## src/rtl/wb_arbiter.sv

```systemverilog
// Write-back arbiter for the RV32E register file: LSU-priority merge of EXU/LSU results
// with an EXU anti-starvation guard, plus a busy scoreboard for RAW/WAW issue stalls.
// Optional perf counters are enabled by defining WB_PERF_EN.
module wb_arbiter #(
   parameter int NREG       = 16,
   parameter int AW         = 5,
   parameter int DW         = 32,
   parameter int STARVE_MAX = 3
) (
   input  logic          clk,
   input  logic          rst,
   input  logic          exu_valid,
   output logic          exu_ready,
   input  logic [AW-1:0] exu_rd,
   input  logic [DW-1:0] exu_data,
   input  logic          lsu_valid,
   output logic          lsu_ready,
   input  logic [AW-1:0] lsu_rd,
   input  logic [DW-1:0] lsu_data,
   output logic          rf_wen,
   output logic [AW-1:0] rf_waddr,
   output logic [DW-1:0] rf_wdata,
   input  logic [AW-1:0] iss_rs1,
   input  logic [AW-1:0] iss_rs2,
   input  logic [AW-1:0] iss_rd,
   input  logic          iss_rd_wen,
   input  logic          iss_fire,
   output logic          iss_stall
`ifdef WB_PERF_EN
   ,
   output logic [31:0]   perf_stall_cnt,
   output logic [31:0]   perf_conflict_cnt
`endif
);

   localparam int IW = $clog2(NREG);
   localparam int SW = $clog2(STARVE_MAX + 1);
   localparam logic [SW-1:0] STARVE_LIM = SW'(STARVE_MAX);

   logic [SW-1:0]   starve_cnt;
   logic [NREG-1:0] busy;
   logic [NREG-1:0] busy_nxt;
   logic            exu_force;
   logic            grant;
   logic [AW-1:0]   win_rd;
   logic [DW-1:0]   win_data;
   logic            unused_hi;

   // Once EXU has lost STARVE_MAX times in a row it takes priority over LSU.
   assign exu_force = (starve_cnt == STARVE_LIM);
   assign exu_ready = exu_valid && (!lsu_valid || exu_force);
   assign lsu_ready = lsu_valid && !(exu_valid && exu_force);
   assign grant     = exu_ready || lsu_ready;
   assign win_rd    = exu_ready ? exu_rd   : lsu_rd;
   assign win_data  = exu_ready ? exu_data : lsu_data;

   always_ff @(posedge clk or posedge rst) begin
      if (rst) begin
         starve_cnt <= '0;
      end else if (!exu_valid || exu_ready) begin
         starve_cnt <= '0;
      end else if (starve_cnt != STARVE_LIM) begin
         starve_cnt <= starve_cnt + 1'b1;
      end
   end

   // Writes to x0 are consumed but never reach the register file.
   always_ff @(posedge clk or posedge rst) begin
      if (rst) begin
         rf_wen   <= 1'b0;
         rf_waddr <= '0;
         rf_wdata <= '0;
      end else begin
         rf_wen <= grant && (win_rd != '0);
         if (grant) begin
            rf_waddr <= win_rd;
            rf_wdata <= win_data;
         end
      end
   end

   // Clear on commit, then set on issue so a same-index set wins; bit 0 is pinned low.
   always_comb begin
      busy_nxt = busy;
      if (rf_wen) begin
         busy_nxt[rf_waddr[IW-1:0]] = 1'b0;
      end
      if (iss_fire && iss_rd_wen && (iss_rd != '0)) begin
         busy_nxt[iss_rd[IW-1:0]] = 1'b1;
      end
      busy_nxt[0] = 1'b0;
   end

   always_ff @(posedge clk or posedge rst) begin
      if (rst) begin
         busy <= '0;
      end else begin
         busy <= busy_nxt;
      end
   end

   assign iss_stall = busy[iss_rs1[IW-1:0]] | busy[iss_rs2[IW-1:0]] |
                      (iss_rd_wen & busy[iss_rd[IW-1:0]]);

   assign unused_hi = ^{iss_rs1[AW-1:IW], iss_rs2[AW-1:IW]};

`ifdef WB_PERF_EN
   always_ff @(posedge clk or posedge rst) begin
      if (rst) begin
         perf_stall_cnt    <= '0;
         perf_conflict_cnt <= '0;
      end else begin
         if (iss_stall) begin
            perf_stall_cnt <= perf_stall_cnt + 32'd1;
         end
         if (exu_valid && lsu_valid) begin
            perf_conflict_cnt <= perf_conflict_cnt + 32'd1;
         end
      end
   end
`endif

endmodule

```

## config.mk

```make
export PLATFORM = sky130hd
export DESIGN_NAME = wb_arbiter
export DESIGN_NICKNAME = d
export VERILOG_FILES = /design/src/rtl/wb_arbiter.sv
export SDC_FILE = /design/constraint.sdc
export NUM_CORES = 1
export LEC_CHECK = 0
export BUFFER_PORTS_ARGS = -buffer_cell sky130_fd_sc_hd__clkbuf_2
export CELL_PAD_IN_SITES_DETAIL_PLACEMENT = 1
export CELL_PAD_IN_SITES_GLOBAL_PLACEMENT = 2
export CORE_ASPECT_RATIO = 0.7
export CORE_MARGIN = 2
export CORE_UTILIZATION = 27
export DETAILED_ROUTE_END_ITERATION = 16
export PLACE_DENSITY_LB_ADDON = 0.1
export SYNTH_ARGS = -nofsm -noshare
export SYNTH_HDL_FRONTEND = slang
export SYNTH_SLANG_ARGS = --single-unit
```

## constraint.sdc

```tcl
create_clock -name clk -period 1.95 [get_ports clk]
set_clock_uncertainty 0.05 [all_clocks]
set_input_delay 0.0975 -clock clk [delete_from_list [all_inputs] [get_ports clk]]
set_output_delay 0.0975 -clock clk [all_outputs]
set_load 0.01 [all_outputs]
```

==> metrics.yaml <==
async_flop_share_pct: 100
synth_xor_area_share_pct: 0
nNetsFinal: 592
routed_via_density: 5.07
htreeDepth: 2
place_area_mm2: 0.00401
fp.dieH_um: 94.7
numCtsBuffers: 5
drcViolationCount: 0
outcome: "finished clean"
synthFlopType: "dfrtp_1"
hpwlAfterDp_mm: 8.35
vias: 3305
synth.area.mux_share_pct: 9.66
first_iter_violations: 124
syn_inst: 369
finalCritPeriodShare_pct: 98.6
grt_max_degree: 82
rsz0062_at_grt: "yes"
ys_seq_area_share_pct: 43.4
clock_latency_ps: 290
wirelength_mm: 11.5
fp-row-count: 33
synth-compound-area-share_pct: 26.2
reg2reg_from: "starve_cnt[0]"
place.port_buffers: 132
synthTopCellsByArea: "dfrtp_1 (43%), o22ai_1 (7.3%), a31oi_1 (7.1%)"
areaGrowthSynthToFinish_pct: 32.4
synth_top_family_by_area: "compound AO/OA/AOI/OAI gates"
relSlewSlack_pct: 62.3
yosys.area_share.simple_pct: 11.9
grt_antenna_before_repair: 0
powerDensity_mw_per_mm2: 801
fmax_mhz: 520
grt-ovfl-total: 0
worst_pin_slew_ps: 564
cp_data_arrival_time_ps: 1780
die_area_mm2: 0.0127
fin_tns_setup_ps: 0
worstHoldStart: "lsu_rd[3]"
clkSinkCount: 55
final_cell_area_mm2: 0.00420
ys_types: 36
fin_crit_ps: 1920
crit_path_start: "busy[11]"
peakVddDrop_mv: 0.352
synth-seq-cells: 55
core_mm2: 0.0116
cp-start-kind: "flip-flop"
hold_class: "in2reg"
grt_pass1_wl_mm: 18.3
slew_viol_final: 0
final-hold-violation-count: 0
fillCellCount: 1404
num_io_pins: 136
wl_per_cell_um: 17.6
n_antenna_cell: 0
cap_violations: 0
detail-route-antenna-nets: 0
ys_warn_count: 0
root_buffer: "clkbuf_16"
layout-drive-gt1-share_pct: 34.9
path_clk_slew_ps: 70
syn_area_per_cell_um2: 8.60
cts_tree: "built"
cts_buffer_depth: 2
grt_pass1_vias: 3410
worstSetupPathType: "reg2out"
critPathMaxFanout: 2
floorplan.initialDensity_pct: 27.4
first_pass_iters: 4
syn_area_mm2: 0.00317
synth_top_area_share_pct: 43.4
setup_viol: 0
synth_area_leader_cell: "dfrtp_1"
place_congestion: 0.772
cp.required_ps: 1800
synth.most_common_cell: "dfrtp_1"
crit_path_end_kind: "output pin"
synth.top_cells.by_count: "dfrtp_1 (55), nor2_1 (49), inv_1 (38)"
synthAdderAreaFrac_pct: 0.394
grt_usage_pct: 18.5
synth_nets: 465
die_w_um: 134
power.leakage_nw: 2.00
synth_edf_count: 0
[state kept, by name, indices dropped and copies added, names as in the netlist]
register	count
rf_wdata	32
busy	15
rf_waddr	5
starve_cnt	2
rf_wen	1
[what timing repair did]
item / in CTS / in global routing
buffers inserted: 4 / 0
gates resized for setup: 1 / 10
setup endpoints to repair: 1 / 1
pin swaps: 1 / 3
hold buffers: 1 / 0
hold endpoints to repair: 24 / 0
[cell usage in the layout, fill, tap and decap left out, types with 9 or more instances in the layout]
cell type	count
o21ai_0	30
nor2_1	49
o22ai_1	37
a31oi_1	36
buf_4	9
dfrtp_1	55
nand2_1	11
clkbuf_2	130
inv_1	35
mux2_2	9
a21oi_1	33
[where the power goes]
part | switching (mW) | leakage (nW) | total, mW | internal [mW]
combinational | 0.504 | 1.31 | 0.993 | 0.489
sequential | 0.186 | 0.635 | 1.51 | 1.32
clock | 0.405 | 0.0628 | 0.869 | 0.464
total | 1.09 | 2.00 | 3.37 | 2.27
[area by class of cell]
| class | instances | area, um2 | share of cell area (%) |
|---|---|---|---|
| timing repair buffer | 147 | 818 | 19.5 |
| clock buffer | 6 | 129 | 3.07 |
| sequential | 55 | 1380 | 32.7 |
| multi-input combinational | 249 | 1540 | 36.7 |
| tap | 157 | 196 | 4.67 |
| inverter | 38 | 143 | 3.39 |
[worst max-delay path, stage by stage (launching register included)]
cell and delay (ps):
dfrtp_1 390, mux4_2 470, a211o_1 280, nand3_2 90, nand4_1 90, buf_2 160
[worst paths after layout]
kind | endpoint | slack (ps) | cells past startpoint
min | rf_waddr[3] | 8 | 3
min in group asynchronous | busy[13] | 360 | 3
max in group asynchronous | rf_wdata[29] | 910 | 4
max | iss_stall | 30 | 5
min reg2reg | starve_cnt[0] | 420 | 1
max reg2reg | rf_wdata[30] | 300 | 6
[per-stage QoR]
| step | worst slack [ps] | utilization, % | power [mW] | hold slack (ps) | cells |
|---|---|---|---|---|---|
| final | 26.4 | 36.2 | 3.37 | 7.77 | 652 |
| after global routing | -69.2 | 36.2 | 3.59 | 10.3 | 652 |
| after CTS | 25.3 | 36.1 | 3.37 | 0.274 | 652 |
| after detailed placement | 265 | 34.6 | 2.43 | 130 | 641 |
| after global placement | 299 | 34.6 | 2.39 | 145 | 641 |
| after floorplan | 367 | - | 2.01 | 192 | 369 |
[kinds of logic (layout without fill, tap and decap cells)]
| group | after synthesis | count (layout) |
|---|---|---|
| multiplexers | 22 | 22 |
| AO/OA/AOI/OAI | 143 | 143 |
| buffers and inverters | 65 | 191 |
| adder cells (fa/ha/maj) | 1 | 1 |
| flip-flops | 55 | 55 |
| AND/OR/NAND/NOR | 83 | 83 |
[metal layers]
layer	vias to the layer above	GRT usage, %	share of wire, %
met3	9	4.03	5.0
met1	1624	27.0	52
met2	81	28.1	42
li1	1591	-	-
met5	-	0	0
met4	0	4.17	0.79
Power figures use the tool's default switching activity.
